<file path="src/rtl/lc4_mmio_responder.sv">
// lc4_mmio_responder: LC4 device page serving switches, LEDs, an interval timer and a console-output FIFO.
module lc4_mmio_responder #(
  parameter int FIFO_DEPTH = 4,
  parameter logic [15:0] DEV_BASE = 16'hFE00
) (
  input  logic        clk,
  input  logic        rst,
  input  logic        gwe,
  input  logic [15:0] i_addr,
  input  logic        i_re,
  input  logic        i_we,
  input  logic [15:0] i_wdata,
  output logic [15:0] o_rdata,
  output logic        o_hit,
  input  logic [7:0]  switch_data,
  output logic [7:0]  led_data,
  output logic [7:0]  tx_data,
  output logic        tx_valid,
  input  logic        tx_ready
);
  localparam int AW = $clog2(FIFO_DEPTH);
  localparam int CW = AW + 1;
  logic [7:0] sw_s1, sw_s2;
  logic [15:0] tir, cnt;
  logic flag;
  logic [7:0] mem [FIFO_DEPTH];
  logic [AW-1:0] wp, rp;
  logic [CW-1:0] count;
  logic [3:0] off;
  logic full, push, pop, tir_wr, tsr_rd, expire;
  assign off = i_addr[3:0];
  assign o_hit = i_addr[15:4] == DEV_BASE[15:4];
  assign full = count == CW'(FIFO_DEPTH);
  assign tx_valid = count != '0;
  assign tx_data = tx_valid ? mem[rp] : '0;
  assign push = i_we & o_hit & (off == 4'hA) & gwe & ~full;
  assign pop = tx_valid & tx_ready & gwe;
  assign tir_wr = i_we & o_hit & (off == 4'h6) & gwe;
  assign tsr_rd = i_re & o_hit & (off == 4'h4) & gwe;
  assign expire = (tir != '0) && (cnt == tir - 16'd1);
  always_comb
    o_rdata = !o_hit       ? 16'h0000 :
              off == 4'h0  ? {8'h00, sw_s2} :
              off == 4'h2  ? {8'h00, led_data} :
              off == 4'h4  ? {flag, 15'h0000} :
              off == 4'h6  ? tir :
              off == 4'h8  ? {~full, 11'h000, 4'(count)} :
                             16'h0000;
  always_ff @(posedge clk or posedge rst)
    if (rst) begin
      sw_s1 <= '0;
      sw_s2 <= '0;
      led_data <= '0;
    end else if (gwe) begin
      sw_s1 <= switch_data;
      sw_s2 <= sw_s1;
      if (i_we && o_hit && off == 4'h2) led_data <= i_wdata[7:0];
    end
  // A TIR write restarts the interval and beats both expiry and read-clear.
  always_ff @(posedge clk or posedge rst)
    if (rst) begin
      tir <= '0;
      cnt <= '0;
      flag <= 1'b0;
    end else if (tir_wr) begin
      tir <= i_wdata;
      cnt <= '0;
      flag <= 1'b0;
    end else if (gwe) begin
      cnt <= (tir == '0 || expire) ? '0 : cnt + 16'd1;
      flag <= expire | (flag & ~tsr_rd);
    end
  always_ff @(posedge clk or posedge rst)
    if (rst) begin
      mem <= '{default: '0};
      wp <= '0;
      rp <= '0;
      count <= '0;
    end else begin
      if (push) mem[wp] <= i_wdata[7:0];
      if (push) wp <= wp + AW'(1);
      if (pop) rp <= rp + AW'(1);
      count <= count + CW'(push) - CW'(pop);
    end
endmodule

</file>
<file path="config.mk">
export PLATFORM = sky130hd
export DESIGN_NAME = lc4_mmio_responder
export DESIGN_NICKNAME = d
export VERILOG_FILES = /design/src/rtl/lc4_mmio_responder.sv
export SDC_FILE = /design/constraint.sdc
export NUM_CORES = 1
export LEC_CHECK = 0
export BUFFER_PORTS_ARGS = -buffer_cell sky130_fd_sc_hd__buf_2
export CORE_MARGIN = 1.5
export CORE_UTILIZATION = 52
export DETAILED_ROUTE_END_ITERATION = 6
export GPL_TIMING_DRIVEN = 0
export HOLD_SLACK_MARGIN = 0.02
export PLACE_DENSITY = 0.76
export SKIP_LAST_GASP = 1
export SLEW_MARGIN = 5
export SYNTH_ARGS = -nofsm -noshare
export SYNTH_HDL_FRONTEND = slang
export SYNTH_SLANG_ARGS = --single-unit
</file>
<file path="constraint.sdc">
create_clock -name clk -period 2.7 [get_ports clk]
set_input_delay 0 -clock clk [delete_from_list [all_inputs] [get_ports clk]]
set_output_delay 0 -clock clk [all_outputs]
set_load 0.005 [all_outputs]
</file>
==> flow_metrics.tcl, run 1 <==
set metrics [dict create \
    drt_iter0_markers 221 \
    slew_viol_final 0 \
    pre_cts_slack_ps -259 \
    wl_per_cell_um 16.9 \
    synth.distinct_cells 57 \
    layout_setup_ws_ps -74.7 \
    rsz0062_at_grt "true" \
    final_cells 774 \
    max-slew-margin-rel 0.475 \
    layout_min_cycle_time_ps 2770 \
    synth_flop_cell "dfrtp_1" \
    hold_start "i_addr[3]" \
    clock_skew_ps 12.5 \
    clkLatencyLatePin_ps 370 \
    root_buffer "clkbuf_8" \
    area_growth_pct 26.2 \
    syn-num-nets 555 \
    crit_type "reg -> reg" \
    synthTopCellsByArea "dfrtp_1 46%, mux2_2 13%, nand2_1 5.0%" \
    power_density_nw_per_um2 502 \
    fill_cells 723 \
    fmax_ghz 0.360 \
    grt_antenna_before_repair 0 \
    ioPinCount 80 \
    cts_tree "yes" \
    portBuffers 79 \
    final_net_count 693 \
    synth_xor_area_frac 0.0417 \
    drv_cap 0 \
    synthCells 500 \
    antenna_left 0 \
    min_path_type "in -> reg" \
    fp.dieArea_um2 10700 \
    synth_fa_ha_area_frac 0.0229 \
    drc 0 \
    critPathCaptureType "flop" \
    finalSetupViolations 13 \
    grt_pass1_vias 4284 \
    core_area_um2 9770 \
    synthMuxAreaShare 0.175 \
    crit_arrival_ps 3020 \
    diodes 0 \
    initial_utilization 0.537 \
    clk_pin_slew_worst_paths_ps 90 \
    seq_area_um2 2410 \
    cts_made_buffers 9 \
    worstMarginPinSlew_ps 787 \
    synth_top_family_by_area "simple AND/OR/NAND/NOR gates" \
    violations "negative setup slack" \
    p_leak_nw 3.26 \
    yosysSeqAreaShare 0.458 \
    r2r-start "tir[3]$_DFFE_PP0P_" \
    firstDrtPassIters 6 \
    status "finished, violations left" \
    htree_levels 3 \
    vias 4359 \
    clock_sinks 96 \
    crit_start "tir[3]$_DFFE_PP0P_" \
    required_ps 2950 \
    path_max_fanout 7 \
    synth_top_cell_area_share 0.458 \
    drt-vias-per-instance 5.63 \
    postSynth.asyncResetShare 1.00 \
    synth_edf_count 0 \
    clock_path_buffers 2 \
    wirelength_um 13100 \
    netlist_area_um2 5250 \
    die_x_um 103 \
    fp.dieH_um 103 \
    dpl.cell_count 714 \
    layout-drive-gt1-share 0.348 \
    grt_max_degree 42 \
    start_kind "flop" \
    multi_input_area_um2 2770 \
    gp_congestion 0.898 \
    groute.usage.overall 0.258 \
    synth-seq-cells 96 \
    min_period_over_period 1.03 \
    ir_worst_vdd_mv 0.252 \
    fp-row-count 36 \
    synth_compound_area_frac 0.0837 \
    hold_violations 0 \
    dp_hpwl_um 8990 \
    grt_pass1_wl_um 20800 \
    synth.avg_cell_area_um2 10.5 \
    synth-simple-area-share 0.184 \
    ys_warn_count 0 \
    grt-ovfl-total 0 \
    synth_top_cell_by_area "dfrtp_1" \
]
==> state kept, by name, summed over array words and instances, names as in the netlist <==
signal    count
led_data      8
flag          1
sw_s2         8
count         3
tir          16
cnt          16
mem          32
sw_s1         8
wp            2
rp            2
==> placed cells by master (no fill, tap or decap), types with 4 or more instances in the layout <==
master,netlist,final
and3_1,11,11
o211ai_1,11,11
ha_1,8,7
nand2_1,70,69
a22oi_1,5,5
dfrtp_2,0,5
nand4_1,6,6
dfrtp_1,96,91
and2_1,18,18
o21ai_1,6,11
a31oi_1,5,5
buf_2,2,79
buf_4,0,20
clkbuf_8,0,9
inv_1,19,16
o22ai_1,5,5
xnor2_1,12,12
a22o_1,4,4
mux2i_1,4,4
nor3_1,7,4
nor2_1,34,34
xor2_1,13,11
o21ai_0,10,5
clkbuf_1,18,16
mux4_2,8,8
buf_6,2,5
dlygate4sd3_1,0,26
mux2_2,62,62
nand3_1,17,16
==> stage by stage <==
| stage | power, W | setup TNS [ps] | util | area (µm²) | hold WS [ps] |
|---|---|---|---|---|---|
| floorplan | 0.00210 | 0 | - | 5280 | 112 |
| global placement | 0.00225 | -4330 | 0.598 | 5840 | 205 |
| detailed placement | 0.00228 | -5610 | 0.602 | 5880 | 103 |
| CTS | 0.00333 | -8.70 | 0.669 | 6540 | 47.4 |
| global route | 0.00349 | -1520 | 0.677 | 6620 | 52.9 |
| finish | 0.00332 | -488 | 0.677 | 6620 | 53.3 |
==> cell families (layout without fill, tap and decap cells) <==
kind of cell | after synthesis | in the layout
adders and majority gates | 9 | 9
xor gates and xnor gates | 25 | 25
muxes | 74 | 74
DFF | 96 | 96
AOI/OAI and AO/OA | 63 | 63
buffers and inverters | 43 | 184
and+or+nand+nor | 190 | 190
==> critical path: stages, from the launching register on <==
cell	delay (ps)
dfrtp_1	380
buf_6	130
nor4_4	300
nand2_2	110
buf_4	140
buf_4	120
buf_4	150
xor2_2	180
o22ai_1	100
or4_1	530
buf_6	160
and2_4	180
a22o_1	180
==> synthesized netlist by cell type (5+ instances only) <==
| cell type | number |
|---|---|
| o21ai_1 | 6 |
| nand3_1 | 17 |
| a31oi_1 | 5 |
| mux4_2 | 8 |
| nand4_1 | 6 |
| o21ai_0 | 10 |
| o22ai_1 | 5 |
| inv_1 | 19 |
| a22oi_1 | 5 |
| nand2_1 | 70 |
| ha_1 | 8 |
| nor2_1 | 34 |
| mux2_2 | 62 |
| and3_1 | 11 |
| xnor2_1 | 12 |
| nor3_1 | 7 |
| xor2_1 | 13 |
| dfrtp_1 | 96 |
| and2_1 | 18 |
| o211ai_1 | 11 |
| clkbuf_1 | 18 |
==> cell type report <==
type	instances	share of cell area
Buffer	20	0.0147
Tap cell	133	0.0251
Multi-Input combinational cell	361	0.419
Clock inverter	5	0.0123
Timing Repair Buffer	130	0.134
Clock buffer	9	0.0187
Sequential cell	96	0.364
Inverter	20	0.0119
==> repair_timing <==
action,in CTS,in global routing
gates resized for setup,12,15
pin swaps,10,5
hold endpoints to repair,90,0
hold buffers,26,0
buffers inserted,20,3
endpoints found under the setup margin,17,27
==> path summary, 6_finish.rpt <==
kind | end | slack [ps] | cells past startpoint
max | cnt[15]$_DFFE_PP0P_ | -70 | 12
min | tir[12]$_DFFE_PP0P_ | 50 | 4
max reg2reg | cnt[15]$_DFFE_PP0P_ | -70 | 12
min reg2reg | tir[7]$_DFFE_PP0P_ | 510 | 2
max in group asynchronous | tir[7]$_DFFE_PP0P_ | 1620 | 5
min in group asynchronous | mem[8]$_DFFE_PP0P_ | 240 | 3
==> per-layer routing <==
metal / GRT usage / routed length, µm / vias up
met1: 0.332 / 5550 / 2148
met3: 0.0444 / 691 / 28
met5: 0 / 0 / -
met4: 0.138 / 415 / 0
met2: 0.417 / 6420 / 148
li1: - / - / 2035
==> report_power, final <==
part           switching (W)  total [W]  internal (W)
Sequential          0.000108    0.00165       0.00155
Combinational       0.000348   0.000659      0.000311
Clock               0.000497    0.00101      0.000513
Note: power is estimated with default switching activity, not from simulation.
==> run 2, diff against run 1 <==
Settings changed: GPL_TIMING_DRIVEN 0 to not set, MAX_ROUTING_LAYER set to met4.
==> flow_metrics.tcl, run 2 (synthesis results as in run 1) <==
set metrics [dict create \
    layout_min_cycle_time_ps 2770 \
    fmax_ghz 0.361 \
    hold_violations 0 \
    rr_worst_depth 9 \
    top_register "mem" \
    slowest_stage "or4_4" \
    setup_tns_ps -309 \
    grt_antenna_before_repair 0 \
    wl_per_cell_um 17.0 \
    worstMarginPinSlew_ps 716 \
    largest_reg_flops 32 \
    hold_depth 3 \
    antenna_left 0 \
    path_max_fanout 8 \
    root_buffer "clkbuf_8" \
    fp.dieArea_um2 10700 \
    core_area_um2 9770 \
    multi_input_area_um2 2780 \
    grt_max_degree 36 \
    required_ps 2950 \
    critPathCaptureType "flop" \
    diodes 0 \
    crit_type "reg -> reg" \
    grt-ovfl-total 0 \
    start_kind "flop" \
    die_x_um 103 \
    power_density_nw_per_um2 481 \
    p_total_w 0.00318 \
    ioPinCount 80 \
    cts_made_buffers 9 \
    htree_levels 3 \
    grt_pass1_vias 4238 \
    clkLatencyLatePin_ps 370 \
    area_growth_pct 25.9 \
    min_period_over_period 1.02 \
    cts_tree "yes" \
    min_path_type "in -> reg" \
    violations "negative setup slack" \
    layout-drive-gt1-share 0.371 \
    gp_congestion 0.911 \
    status "finished, violations left" \
    reg.largest.list "mem: 32 flops, cnt: 16 flops, tir: 16 flops" \
    finalSetupViolations 11 \
    drc 0 \
    dpl-instance-area_um2 5980 \
    ir_worst_vdd_mv 0.340 \
    firstDrtPassIters 5 \
    grt_pass1_wl_um 20900 \
    crit_arrival_ps 3020 \
    seq_area_um2 2410 \
    path_cells "nor4_4 > nand2_1 > o31a_1 > a2111oi_4 > nand4_1 > or4_4 > buf_6 > a31oi_4 > o2bb2ai_1" \
    vias 4370 \
    drt_iter0_markers 276 \
    final_net_count 693 \
    final_area_um2 6610 \
    clock_skew_ps 10.5 \
    groute.usage.overall 0.266 \
    p_leak_nw 3.28 \
    pre_cts_slack_ps -123 \
    layout_commonest_cell "dfrtp_1" \
    drt-vias-per-instance 5.64 \
    initial_utilization 0.537 \
    fill_cells 765 \
    clock_sinks 96 \
    slew_viol_final 0 \
    clk_pin_slew_worst_paths_ps 100 \
    portBuffers 79 \
    dp_hpwl_um 9170 \
    layout_setup_ws_ps -66.8 \
    rsz0062_at_grt "true" \
    fp-row-count 36 \
    fp.dieH_um 103 \
    clock_path_buffers 2 \
    hold_ws_ps 43.1 \
    wirelength_um 13200 \
    cpPeakStageDelay_ps 550 \
    drv_cap 0 \
    final_cell_mix "91 x dfrtp_1, 79 x buf_2, 70 x nand2_1" \
    max-slew-margin-rel 0.522 \
]
## run 2: changes by cell type in the layout (fill, tap and decap cells not counted), sizes merged
| cell | change |
|---|---|
| clkbuf | -14 |
| clkinvlp | +2 |
| dlygate4sd3 | -1 |
| inv | -1 |
| bufinv | -2 |
| buf | +17 |
## run 2: timing repair
item | 4_1_cts | 5_1_grt
resized for setup | 8 | 13
setup endpoints to repair | 16 | 17
gates cloned | 0 | 0
hold buffers | 25 | 0
endpoints found under the hold margin | 93 | 0
pin swaps | 5 | 10
setup buffers | 4 | 10
## run 2: area by class of cell
type                    instances  area share
clock buffers                  11      0.0214
clock inverters                 4     0.00474
inverters                      20      0.0119
multi-input cells             361       0.421
flip-flops and latches         96       0.365
well taps                     133      0.0252
repair buffers                150       0.151
## run 2: final timing paths
kind | start | slack (ps) | to
hold / removal | tx_ready | 40 | rp[0]$_DFFE_PP0P_
min in group asynchronous | rst | 290 | sw_s2[6]$_DFFE_PP0P_
setup / recovery | tir[6]$_DFFE_PP0P_ | -70 | cnt[5]$_DFFE_PP0P_
setup reg to reg | tir[6]$_DFFE_PP0P_ | -70 | cnt[5]$_DFFE_PP0P_
max in group asynchronous | rst | 1540 | mem[18]$_DFFE_PP0P_
hold reg to reg | sw_s1[5]$_DFFE_PP0P_ | 510 | sw_s2[5]$_DFFE_PP0P_
## run 2: worst max-delay path, delay by kind of cell, from the launching register on
| kind | cells | cell delay (ps) |
|---|---|---|
| flip-flops | 1 | 480 |
| AO/OA/AOI/OAI | 4 | 860 |
| buffers and inverters | 1 | 160 |
| AND/OR/NAND/NOR | 4 | 1150 |
## run 2: where the power goes
group          internal, W  switching, W  leakage [nW]  total (W)
Combinational     0.000308      0.000271          1.97   0.000578
Sequential         0.00154      0.000198          1.23    0.00174
Clock             0.000357      0.000502        0.0776   0.000859
Total              0.00221      0.000971          3.28    0.00318
## run 2: through the flow
step | std cells | util
after floorplan | 500 | -
after global placement | 721 | 0.612
after detailed placement | 721 | 0.612
after CTS | 765 | 0.662
after global routing | 775 | 0.676
final | 775 | 0.676
## run 2: layer usage
metal	part of all wire	wire length, µm	track usage	up-vias
met5	0	0	-	-
met4	0.025	334	0.111	0
met3	0.050	666	0.0363	27
met2	0.49	6440	0.418	173
met1	0.44	5770	0.351	2128
li1	-	-	-	2042
